<file path="src/rtl/ctrl_seq.sv">
// ctrl_seq: SAP-1 controller/sequencer; a six-step one-hot ring runs fetch (T1-T3) and execute (T4-T6).
// Ports: clk, rst_n (async active-low), run (advance/pause), opcode (IR nibble, used from T4 on),
//        t_state (one-hot T1..T6), control word (pc_inc, pc_out, mar_load, ram_out, ir_load, ir_out,
//        a_load, a_out, b_load, alu_out, alu_sub, out_load) and halt.
module ctrl_seq #(
  parameter logic [3:0] OPC_LDA = 4'b0000,
  parameter logic [3:0] OPC_ADD = 4'b0001,
  parameter logic [3:0] OPC_SUB = 4'b0010,
  parameter logic [3:0] OPC_OUT = 4'b1110,
  parameter logic [3:0] OPC_HLT = 4'b1111
) (
  input  logic       clk,
  input  logic       rst_n,
  input  logic       run,
  input  logic [3:0] opcode,
  output logic [5:0] t_state,
  output logic       pc_inc,
  output logic       pc_out,
  output logic       mar_load,
  output logic       ram_out,
  output logic       ir_load,
  output logic       ir_out,
  output logic       a_load,
  output logic       a_out,
  output logic       b_load,
  output logic       alu_out,
  output logic       alu_sub,
  output logic       out_load,
  output logic       halt
);
  typedef enum logic [5:0] {
    T1 = 6'b000001, T2 = 6'b000010, T3 = 6'b000100,
    T4 = 6'b001000, T5 = 6'b010000, T6 = 6'b100000
  } t_e;
  t_e st;
  // HLT needs no special state: the ring still steps T4->T5, then halt stops further rotation.
  always_ff @(posedge clk or negedge rst_n)
    if (!rst_n) begin
      st   <= T1;
      halt <= 1'b0;
    end else if (run && !halt) begin
      st <= t_e'({st[4:0], st[5]});
      if (st == T4 && opcode == OPC_HLT) halt <= 1'b1;
    end
  assign t_state = st;
  logic en, lda, add, sub, out, mem;
  always_comb begin
    en       = rst_n & run & ~halt;
    lda      = opcode == OPC_LDA;
    add      = opcode == OPC_ADD;
    sub      = opcode == OPC_SUB;
    out      = opcode == OPC_OUT;
    mem      = lda | add | sub;
    pc_out   = en & st[0];
    pc_inc   = en & st[1];
    ir_load  = en & st[2];
    mar_load = en & (st[0] | (st[3] & mem));
    ram_out  = en & (st[2] | (st[4] & mem));
    ir_out   = en & st[3] & mem;
    a_out    = en & st[3] & out;
    out_load = en & st[3] & out;
    b_load   = en & st[4] & (add | sub);
    a_load   = en & ((st[4] & lda) | (st[5] & (add | sub)));
    alu_out  = en & st[5] & (add | sub);
    alu_sub  = en & st[5] & sub;
  end
endmodule

</file>
<file path="config.mk">
export PLATFORM = sky130hd
export DESIGN_NAME = ctrl_seq
export DESIGN_NICKNAME = d
export VERILOG_FILES = /design/src/rtl/ctrl_seq.sv
export SDC_FILE = /design/constraint.sdc
export NUM_CORES = 1
export LEC_CHECK = 0
export ABC_CLOCK_PERIOD_IN_PS = 3500
export CORE_AREA = 4 4 41 43
export DETAILED_ROUTE_END_ITERATION = 16
export DIE_AREA = 0 0 45 47
export PLACE_DENSITY = 0.8
export SLEW_MARGIN = 0
export SYNTH_ARGS = -nofsm -noshare
export SYNTH_HDL_FRONTEND = slang
export SYNTH_SLANG_ARGS = --single-unit
</file>
<file path="constraint.sdc">
create_clock -name clk -period 3.5 [get_ports clk]
set_clock_uncertainty 0.05 [all_clocks]
set_input_delay 0.35 -clock clk [delete_from_list [all_inputs] [get_ports clk]]
set_output_delay 0.35 -clock clk [all_outputs]
set_load 0.02 [all_outputs]
</file>
==> results of run 1 <==
-- per-stage QoR --
stage	total power [uW]	hold slack (ps)
floorplan	287.3	4.409
global placement	398.5	481.3
detailed placement	398.2	482.6
CTS	475.1	380.7
global route	507.4	398.8
finish	471.0	376.5
-- final cells by class --
cell class                 count  area share
inverter                       1    0.005051
clock buffer                   4     0.03535
timing repair buffer          25      0.3367
tap                           15     0.02525
sequential                     7      0.2374
multi-input combinational     43      0.3603
-- cells by family (layout without fill, tap and decap cells) --
kind of cell / after synthesis / after routing
simple gates: 34 / 34
mux: 1 / 1
flops: 7 / 7
compound gates: 7 / 7
buf+inv: 4 / 30
xor+xnor: 1 / 1
-- worst reg2reg max path, cell delays in order (launching register included) --
cell,delay (ps)
dfrtp_1,390
nand2b_1,320
nor2_1,90
a31o_2,200
-- power breakdown --
group | switching [uW] | leakage [uW] | internal [uW] | total (uW)
registers | 50.0 | 0.0000927 | 117 | 167
clock network | 29.1 | 0.0000150 | 43.5 | 72.5
logic | 121 | 0.000209 | 110 | 231
total | 200 | 0.000316 | 271 | 471
-- placed cells by master (no fill, tap or decap), types with 2 or more instances in the layout --
cell type and count:
clkdlybuf4s50_1 25, o21ai_0 2, nand2_1 15, clkbuf_4 3
and3_1 4, nor2_1 5, dfrtp_1 6, nor4b_2 2
-- per-layer routing --
layer | track usage | wire [um] | up-vias
met5 | 0 | 0 | -
met1 | 0.1898 | 611 | 206
met4 | 0.08772 | 34 | 0
met3 | 0.04215 | 98 | 4
met2 | 0.2034 | 535 | 23
li1 | - | - | 236
-- cells in the mapped netlist --
| cell type | instances |
|---|---|
| nor4_1 | 1 |
| nand3b_1 | 1 |
| dfstp_2 | 1 |
| mux2i_1 | 1 |
| buf_2 | 1 |
| a21oi_2 | 1 |
| xor2_1 | 1 |
| a21oi_1 | 1 |
| o21ai_0 | 2 |
| buf_4 | 1 |
| and2_1 | 1 |
| nand2_1 | 15 |
| nand4_1 | 1 |
| nor2_1 | 5 |
| a211oi_2 | 1 |
| nand2b_1 | 1 |
| buf_6 | 1 |
| nand3b_4 | 1 |
| dfrtp_1 | 6 |
| nor4b_2 | 2 |
| and3_1 | 4 |
| nor3_2 | 1 |
| a31o_2 | 1 |
| inv_1 | 1 |
| o21ai_1 | 1 |
| nor2b_1 | 1 |
-- registers in the layout, indices dropped and copies added, names as in the netlist --
| register | cells |
|---|---|
| t_state | 6 |
| halt | 1 |
-- worst max path at each step --
stage / from / endpoint / slack, ps / depth (start not counted)
after floorplan: halt / out_load / 1540 / 4
after global placement: rst_n / alu_sub / 870 / 4
after detailed placement: rst_n / b_load / 830 / 5
after CTS: rst_n / b_load / 830 / 5
after global routing: rst_n / b_load / 700 / 5
final: rst_n / b_load / 860 / 5
==> summary.md, run 1 <==
| Metric | Value |
|---|---|
| Worst path cell trace | clkdlybuf4s50_1, nand3b_4, nor3_2, and3_1, clkdlybuf4s50_1 |
| Post-synthesis mux area share | 0.02122 |
| Area of the multi-input gates | 267.8 um^2 |
| RSZ-0062 raised after global routing | false |
| First-pass GRT wire length | 2166 um |
| Post-route minimum period | 2639 ps |
| Fillers | 125 |
| Remaining DRCs | 0 |
| Synth Instances | 54 |
| Fin crit share | 0.7539 |
| Vias in the first global route | 497 |
| FF-to-FF Start | halt |
| Post-Syn Nets | 61 |
| Critical path required time | 3100 ps |
| Clock Tree Buf Depth | 2 |
| Setup CP Type | input pin to output pin |
| Total die area | 2115 um^2 |
| Ant. Diodes | 0 |
| Max-Cap Viols | 0 |
| Final setup viols | 0 |
| Clk pin slew, worst setup/hold paths | 50 ps |
| Most frequent CP cell | clkdlybuf4s50_1 |
| CTS H-tree lvls | 1 |
| Register area | 176.4 um^2 |
| Count of TritonRoute iterations in the first routing pass | 3 |
| Compound-cell area share of the yosys netlist | 0.1061 |
| Post-Synth XOR/XNOR Area | 0.01857 |
| Run status | finished, final reports clean |
| Clk root buf | clkbuf_4 |
| Area of the core | 1301 um^2 |
| Post-CTS resize count | 0 |
| Port buffer count | 25 |
| PwrDens | 633.7 nW/um^2 |
| CTS tree | built |
| Skew-Pair Late Insertion Delay | 250 ps |
| Final global-route overflow total | 0 |
| Initial antenna violation count | 0 |
| Crit start category | input pin |
| Final worst slack | 861.2 ps |
| CTS sink cnt | 7 |
| Post-DP Area | 716.9 um^2 |
| Critical path buffers and inverters | 2 |
| Sequential fraction of the synthesis area | 0.3740 |
| Post-layout instance area | 743.2 um^2 |
| Non-Filler Instances | 95 |
| GRT Overall Usage | 0.1431 |
| Cts bufs inserted | 3 |
| Synth cell types | 26 |
| Final hold violations | 0 |
| Delay-heaviest family, CP | buffers and inverters |
| Leakage dissipation | 0.0003164 uW |
| Max-slew headroom | 0.6837 |
| IR drop worst, VDD | 435.1 uV |
| Layout Utilization | 0.5712 |
| Worst path arrival time | 2240 ps |
| Area grow syn2layout | 57.56% |
| Crit end category | output pin |
| # rows | 13 |
| Setup slack, reg-to-reg | 2340 ps |
| TNS Setup | 0 ps |
| Hpwl dp | 955.3 um |
| Crit-path slowest cell | clkdlybuf4s50_1 |
| Synth Register Bits | 7 |
| Mean post-synth cell area | 8.735 um^2 |
| Final Max Slew Viols | 0 |
| CP max stage delay | 760 ps |
| Fin nets | 88 |
| Simple-gate area share of the yosys netlist | 0.4218 |
| Place WS | 829.4 ps |
| Top post-synthesis cells by area | dfrtp_1 (32%), nand2_1 (12%), nor4b_2 (6.4%) |
| Synth Cell Area | 471.7 um^2 |
| Largest family of logic cells by synthesized area | simple AND/OR/NAND/NOR gates |
| Routed len/inst | 13.46 um |
| Max Fclk | 379.0 MHz |
| Area share of the largest cell type after synthesis | 0.3183 |
| CP Max Fanout | 11 |
| I/O pins | 26 |
| Final wirelength | 1279 um |
| Vias | 469 |
| CTS Hold Buffers Added | 0 |
| Layout cells sized above 1 | 0.1375 |
| Reg-to-reg critical path endpoint | halt |
| Warnings from Yosys | 0 |
| Antenna viol nets, final | 0 |
| Post-synthesis adder-cell area fraction | 0 |
| Slew @ Worst Pin | 472.9 ps |
| Die Span Y | 47 um |
| Vias per cell | 4.937 |
| Drt initial violations | 9 |
| Synth area leader | dfrtp_1 |
| Starting density of the core | 0.3625 |
| Die width | 45 um |
| Post-CTS Setup Bufs | 0 |
| GP Congestion | 0.7746 |
| Placed Cells | 91 |
| Type of the worst min-delay path | input pin to async pin |
| Largest net degree at the start of global routing | 12 |
| R2R depth | 3 |
Note: power is estimated with default switching activity, not from simulation.
==> run 2, diff against run 1 <==
==> config.mk (replaced) <==
export PLATFORM = sky130hd
export DESIGN_NAME = ctrl_seq
export DESIGN_NICKNAME = d
export VERILOG_FILES = /design/src/rtl/ctrl_seq.sv
export SDC_FILE = /design/constraint.sdc
export NUM_CORES = 1
export LEC_CHECK = 0
export ABC_CLOCK_PERIOD_IN_PS = 2600
export CORE_AREA = 4 4 42 44
export DETAILED_ROUTE_END_ITERATION = 16
export DIE_AREA = 0 0 46 48
export PLACE_DENSITY = 0.77
export SLEW_MARGIN = 0
export SYNTH_ARGS = -nofsm -noshare
export SYNTH_HDL_FRONTEND = slang
export SYNTH_SLANG_ARGS = --single-unit
==> constraint.sdc (replaced) <==
create_clock -name clk -period 2.6 [get_ports clk]
set_clock_uncertainty 0.05 [all_clocks]
set_input_delay 0.26 -clock clk [delete_from_list [all_inputs] [get_ports clk]]
set_output_delay 0.26 -clock clk [all_outputs]
set_load 0.02 [all_outputs]
==> run 2 against run 1 <==
Compared with the run above: sequential power increased by 33%; flip-flop and latch count unchanged; register-to-register slack got worse by 890 ps; global-route usage decreased by 0.067 points; final cell count increased by 3.2%; critical path depth decreased by 1; first-iteration DRC count increased by 110%; sequential share of layout area decreased by 0.51 points; largest power group unchanged; cell area increased by 2.2%; utilization decreased by 4.2 points; total power increased by 36%.
==> summary.md, run 2 (synthesis gave the netlist of run 1 again) <==
| Metric | Value |
|---|---|
| Worst Setup EP | out_load |
| Drt initial violations | 19 |
| CTS H-tree lvls | 1 |
| Crit start category | input pin |
| Number of flip-flops under the largest register name | 6 |
| Total die area | 2208 um^2 |
| # rows | 14 |
| Worst path cell trace | clkdlybuf4s50_1, nand2b_1, nor4b_2, clkdlybuf4s50_1 |
| Max Fclk | 432.6 MHz |
| Ant. Diodes | 0 |
| TNS Setup | 0 ps |
| PwrDens | 841.0 nW/um^2 |
| Post-CTS Setup Bufs | 0 |
| Final worst slack | 288.5 ps |
| First-pass GRT wire length | 2173 um |
| Setup slack, reg-to-reg | 1450 ps |
| Critical path required time | 2290 ps |
| FF-to-FF Start | halt |
| Fillers | 143 |
| Post-route minimum period | 2311 ps |
| Fin crit share | 0.8890 |
| Reg-to-reg critical path endpoint | halt |
| CP Max Fanout | 8 |
| Skew-Pair Late Insertion Delay | 250 ps |
| Vias per cell | 5.031 |
| Initial antenna violation count | 0 |
| I/O pins | 26 |
| Layout cells sized above 1 | 0.1585 |
| Place WS | 272.7 ps |
| Vias in the first global route | 484 |
| Most frequent cells in the layout | clkdlybuf4s50_1 (25), nand2_1 (15), dfrtp_1 (6) |
| Final hold violations | 0 |
| Final Max Slew Viols | 0 |
| Hpwl dp | 993.1 um |
| Critical path launch point | run |
| Post-CTS resize count | 0 |
| Slew @ Worst Pin | 309.8 ps |
| Clock Tree Buf Depth | 2 |
| Die width | 46 um |
| Max-slew headroom | 0.7935 |
| Area grow syn2layout | 61.01% |
| GP Congestion | 0.8236 |
| Clk pin slew, worst setup/hold paths | 50 ps |
| Crit-path slowest cell | clkdlybuf4s50_1 |
| Starting density of the core | 0.3284 |
| Cts bufs inserted | 3 |
| Antenna viol nets, final | 0 |
| CTS tree | built |
| Max-Cap Viols | 0 |
| Vias | 493 |
| Type of the worst min-delay path | input pin to async pin |
| Final global-route overflow total | 0 |
| Most frequent CP cell | clkdlybuf4s50_1 |
| Run status | finished, final reports clean |
| IR drop worst, VDD | 479.9 uV |
| GRT Overall Usage | 0.1424 |
| R2R depth | 3 |
| Leakage dissipation | 0.0003260 uW |
| Fin nets | 90 |
| Area of the core | 1436 um^2 |
| Final wirelength | 1273 um |
| CTS Hold Buffers Added | 0 |
| Count of TritonRoute iterations in the first routing pass | 5 |
| CTS sink cnt | 7 |
| Setup CP Type | input pin to output pin |
| CP max stage delay | 650 ps |
| Final setup viols | 0 |
| Worst path arrival time | 2000 ps |
| Port buffer count | 25 |
| Largest net degree at the start of global routing | 11 |
| Remaining DRCs | 0 |
| Most common cell after layout, fill and taps aside | clkdlybuf4s50_1 |
| Crit end category | output pin |
| Routed len/inst | 12.99 um |
| Clk root buf | clkbuf_4 |
| RSZ-0062 raised after global routing | false |
| Die Span Y | 48 um |
==> run 2: how the worst min path moves through the flow <==
stage,slack [ps],depth (start not counted),end
6_report,380,2,t_state[4]
5_1_grt,380,2,t_state[4]
4_1_cts,380,2,t_state[4]
3_5_place_dp,470,1,halt
3_3_place_gp,470,2,t_state[2]
2_1_floorplan,-90,0,halt
==> run 2: area by class of cell <==
| cell class | instances | area (um^2) | share of cell area |
|---|---|---|---|
| multi-input combinational | 43 | 267.8 | 0.3526 |
| timing repair buffer | 27 | 265.3 | 0.3493 |
| sequential | 7 | 176.4 | 0.2323 |
| clock buffer | 4 | 26.28 | 0.03460 |
| tap | 16 | 20.02 | 0.02636 |
| inverter | 1 | 3.754 | 0.004942 |
==> run 2: where the power goes <==
group | leakage, uW | internal, uW | total (uW) | switching [uW]
clock | 0.0000150 | 58.7 | 100 | 41.7
sequential | 0.0000927 | 158 | 222 | 64.1
combinational | 0.000218 | 154 | 316 | 163
==> run 2: layer usage <==
layer,up-vias,part of all wire,GRT usage
met5,-,0,0
met4,0,0.018,0.08523
met3,4,0.097,0.05263
met2,27,0.46,0.1978
met1,220,0.43,0.1861
li1,242,-,-
==> run 2: through the flow <==
| step | util | std cells | hold slack [ps] | power, uW | cell area, um^2 |
|---|---|---|---|---|---|
| 2_1_floorplan | - | 54 | -85.59 | 386.7 | 471.7 |
| 3_3_place_gp | 0.5105 | 94 | 474.5 | 541.3 | 733.2 |
| 3_5_place_dp | 0.5105 | 94 | 474.3 | 540.8 | 733.2 |
| 4_1_cts | 0.5287 | 98 | 382.1 | 645.4 | 759.5 |
| 5_1_grt | 0.5287 | 98 | 378.6 | 690.1 | 759.5 |
| 6_report | 0.5287 | 98 | 378.9 | 638.7 | 759.5 |
==> run 2: worst max-delay path: cells and delay by family <==
kind | cells | cell delay, ps
and+or+nand+nor | 2 | 550
buffers and inverters | 2 | 1200
==> run 3, diff against run 2 <==
--- a/config.mk
+++ b/config.mk
@@ -5,7 +5,7 @@
 export SDC_FILE = /design/constraint.sdc
 export NUM_CORES = 1
 export LEC_CHECK = 0
-export ABC_CLOCK_PERIOD_IN_PS = 2600
+export ABC_CLOCK_PERIOD_IN_PS = 2150
 export CORE_AREA = 4 4 42 44
 export DETAILED_ROUTE_END_ITERATION = 16
 export DIE_AREA = 0 0 46 48
==> constraint.sdc (replaced) <==
create_clock -name clk -period 2.15 [get_ports clk]
set_clock_uncertainty 0.05 [all_clocks]
set_input_delay 0.215 -clock clk [delete_from_list [all_inputs] [get_ports clk]]
set_output_delay 0.215 -clock clk [all_outputs]
set_load 0.02 [all_outputs]
==> run 3 against run 2 <==
Compared with the run above: routed wire length increased by 5.2%; largest cell class is now buffers; highest routed layer unchanged; critical endpoint is now a_load; utilization increased by 5.5 points; hold slack got worse by 52 ps; critical path type unchanged; non-clock buffer count increased by 8; sequential power increased by 22%; largest power group unchanged.
==> summary.md, run 3 (synthesis gave the netlist of run 1 again) <==
| Metric | Value |
|---|---|
| Placed Cells | 102 |
| PwrDens | 942.1 nW/um^2 |
| Post-route minimum period | 2063 ps |
| Fin nets | 98 |
| Hold WS | 326.7 ps |
| Type of the worst min-delay path | input pin to async pin |
| Area of the core | 1436 um^2 |
| GRT Overall Usage | 0.1472 |
| Initial antenna violation count | 0 |
| Max-Cap Viols | 0 |
| Routed len/inst | 12.63 um |
| Worst path arrival time | 1800 ps |
| GP Congestion | 0.7722 |
| Largest net degree at the start of global routing | 10 |
| Most common cell after layout, fill and taps aside | clkdlybuf4s50_1 |
| Hpwl dp | 1050 um |
| Clk root buf | clkbuf_4 |
| Most frequent cells in the layout | clkdlybuf4s50_1 (17), nand2_1 (15), buf_4 (10) |
| Fin crit share | 0.9594 |
| CTS Hold Buffers Added | 0 |
| Starting density of the core | 0.3284 |
| Final global-route overflow total | 0 |
| Final Max Slew Viols | 0 |
| Vias in the first global route | 534 |
| Area grow syn2layout | 77.72% |
| Die Span Y | 48 um |
| Leakage dissipation | 0.0005002 uW |
| Clk pin slew, worst setup/hold paths | 50 ps |
| IR drop worst, VDD | 492.1 uV |
| Remaining DRCs | 0 |
| Crit start category | input pin |
| Final hold violations | 0 |
| Critical path required time | 1880 ps |
| CTS sink cnt | 7 |
| RSZ-0062 raised after global routing | false |
| Cts bufs inserted | 3 |
| CTS H-tree lvls | 1 |
| Clock Tree Buf Depth | 2 |
| Max-slew headroom | 0.8428 |
| Antenna viol nets, final | 0 |
| Setup CP Type | input pin to output pin |
| Total die area | 2208 um^2 |
| Crit end category | output pin |
| First-pass GRT wire length | 2283 um |
| Final wirelength | 1339 um |
| Slew @ Worst Pin | 235.5 ps |
| Post-layout power | 789.8 uW |
| Skew-Pair Late Insertion Delay | 260 ps |
| Final setup viols | 0 |
| R2R depth | 4 |
| # rows | 14 |
| Drt initial violations | 3 |
| Number of flip-flops under the largest register name | 6 |
| Ant. Diodes | 0 |
| Die width | 46 um |
| Non-Filler Instances | 106 |
| Layout cells sized above 1 | 0.2444 |
| Run status | finished, final reports clean |
| Vias per cell | 4.953 |
| CP Max Fanout | 3 |
| Port buffer count | 25 |
| CTS tree | built |
| I/O pins | 26 |
| Count of TritonRoute iterations in the first routing pass | 4 |
| Max Fclk | 484.8 MHz |
| Vias | 525 |
-- run 3: layout make-up --
type / instances / area (um^2)
inverters: 1 / 3.754
multi-input cells: 43 / 270.3
fillers: 141 / 598.1
flip-flops and latches: 7 / 176.4
repair buffers: 35 / 341.6
clock buffers: 4 / 26.28
well taps: 16 / 20.02
-- run 3: critical path: stages --
cell,delay (ps)
clkdlybuf4s50_1,460
buf_4,170
nor3_2,200
and2_1,150
clkdlybuf4s50_1,600
-- run 3: worst paths after layout --
path | from | slack (ps) | end
hold / removal | rst_n | 330 | t_state[4]
min in group clk | halt | 500 | halt
setup / recovery | opcode[3] | 90 | a_load
max in group asynchronous | rst_n | 1510 | t_state[0]
hold reg to reg | halt | 500 | halt
setup reg to reg | halt | 1030 | halt
-- run 3: timing repair --
item / 4_1_cts / 5_1_grt
setup endpoints to repair: 1 / 9
buffers inserted: 0 / 0
gates resized for setup: 1 / 8
-- run 3: through the flow --
step / setup slack, ps / instance area, um^2 / TNS (ps) / utilization
global placement: 7.458 / 793.3 / 0 / 0.5523
detailed placement: -32.16 / 793.3 / -32.16 / 0.5523
finish: 87.25 / 838.3 / 0 / 0.5836
floorplan: 329.3 / 471.7 / 0 / -
CTS: 3.698 / 818.3 / 0 / 0.5697
global route: 1.373 / 838.3 / 0 / 0.5836
-- run 3: power by group --
group	internal, uW	total [uW]	switching [uW]
combinational	199	397	198
clock	71.1	123	52.1
sequential	191	270	78.6
total	461	790	329
-- run 3: layer usage --
layer  track usage  vias up  wire length (um)
met5             0        -                 0
met4        0.1023        0                34
met3       0.05263        5               112
met2        0.2115       19               596
met1        0.1820      242               595
li1              -      259                 -
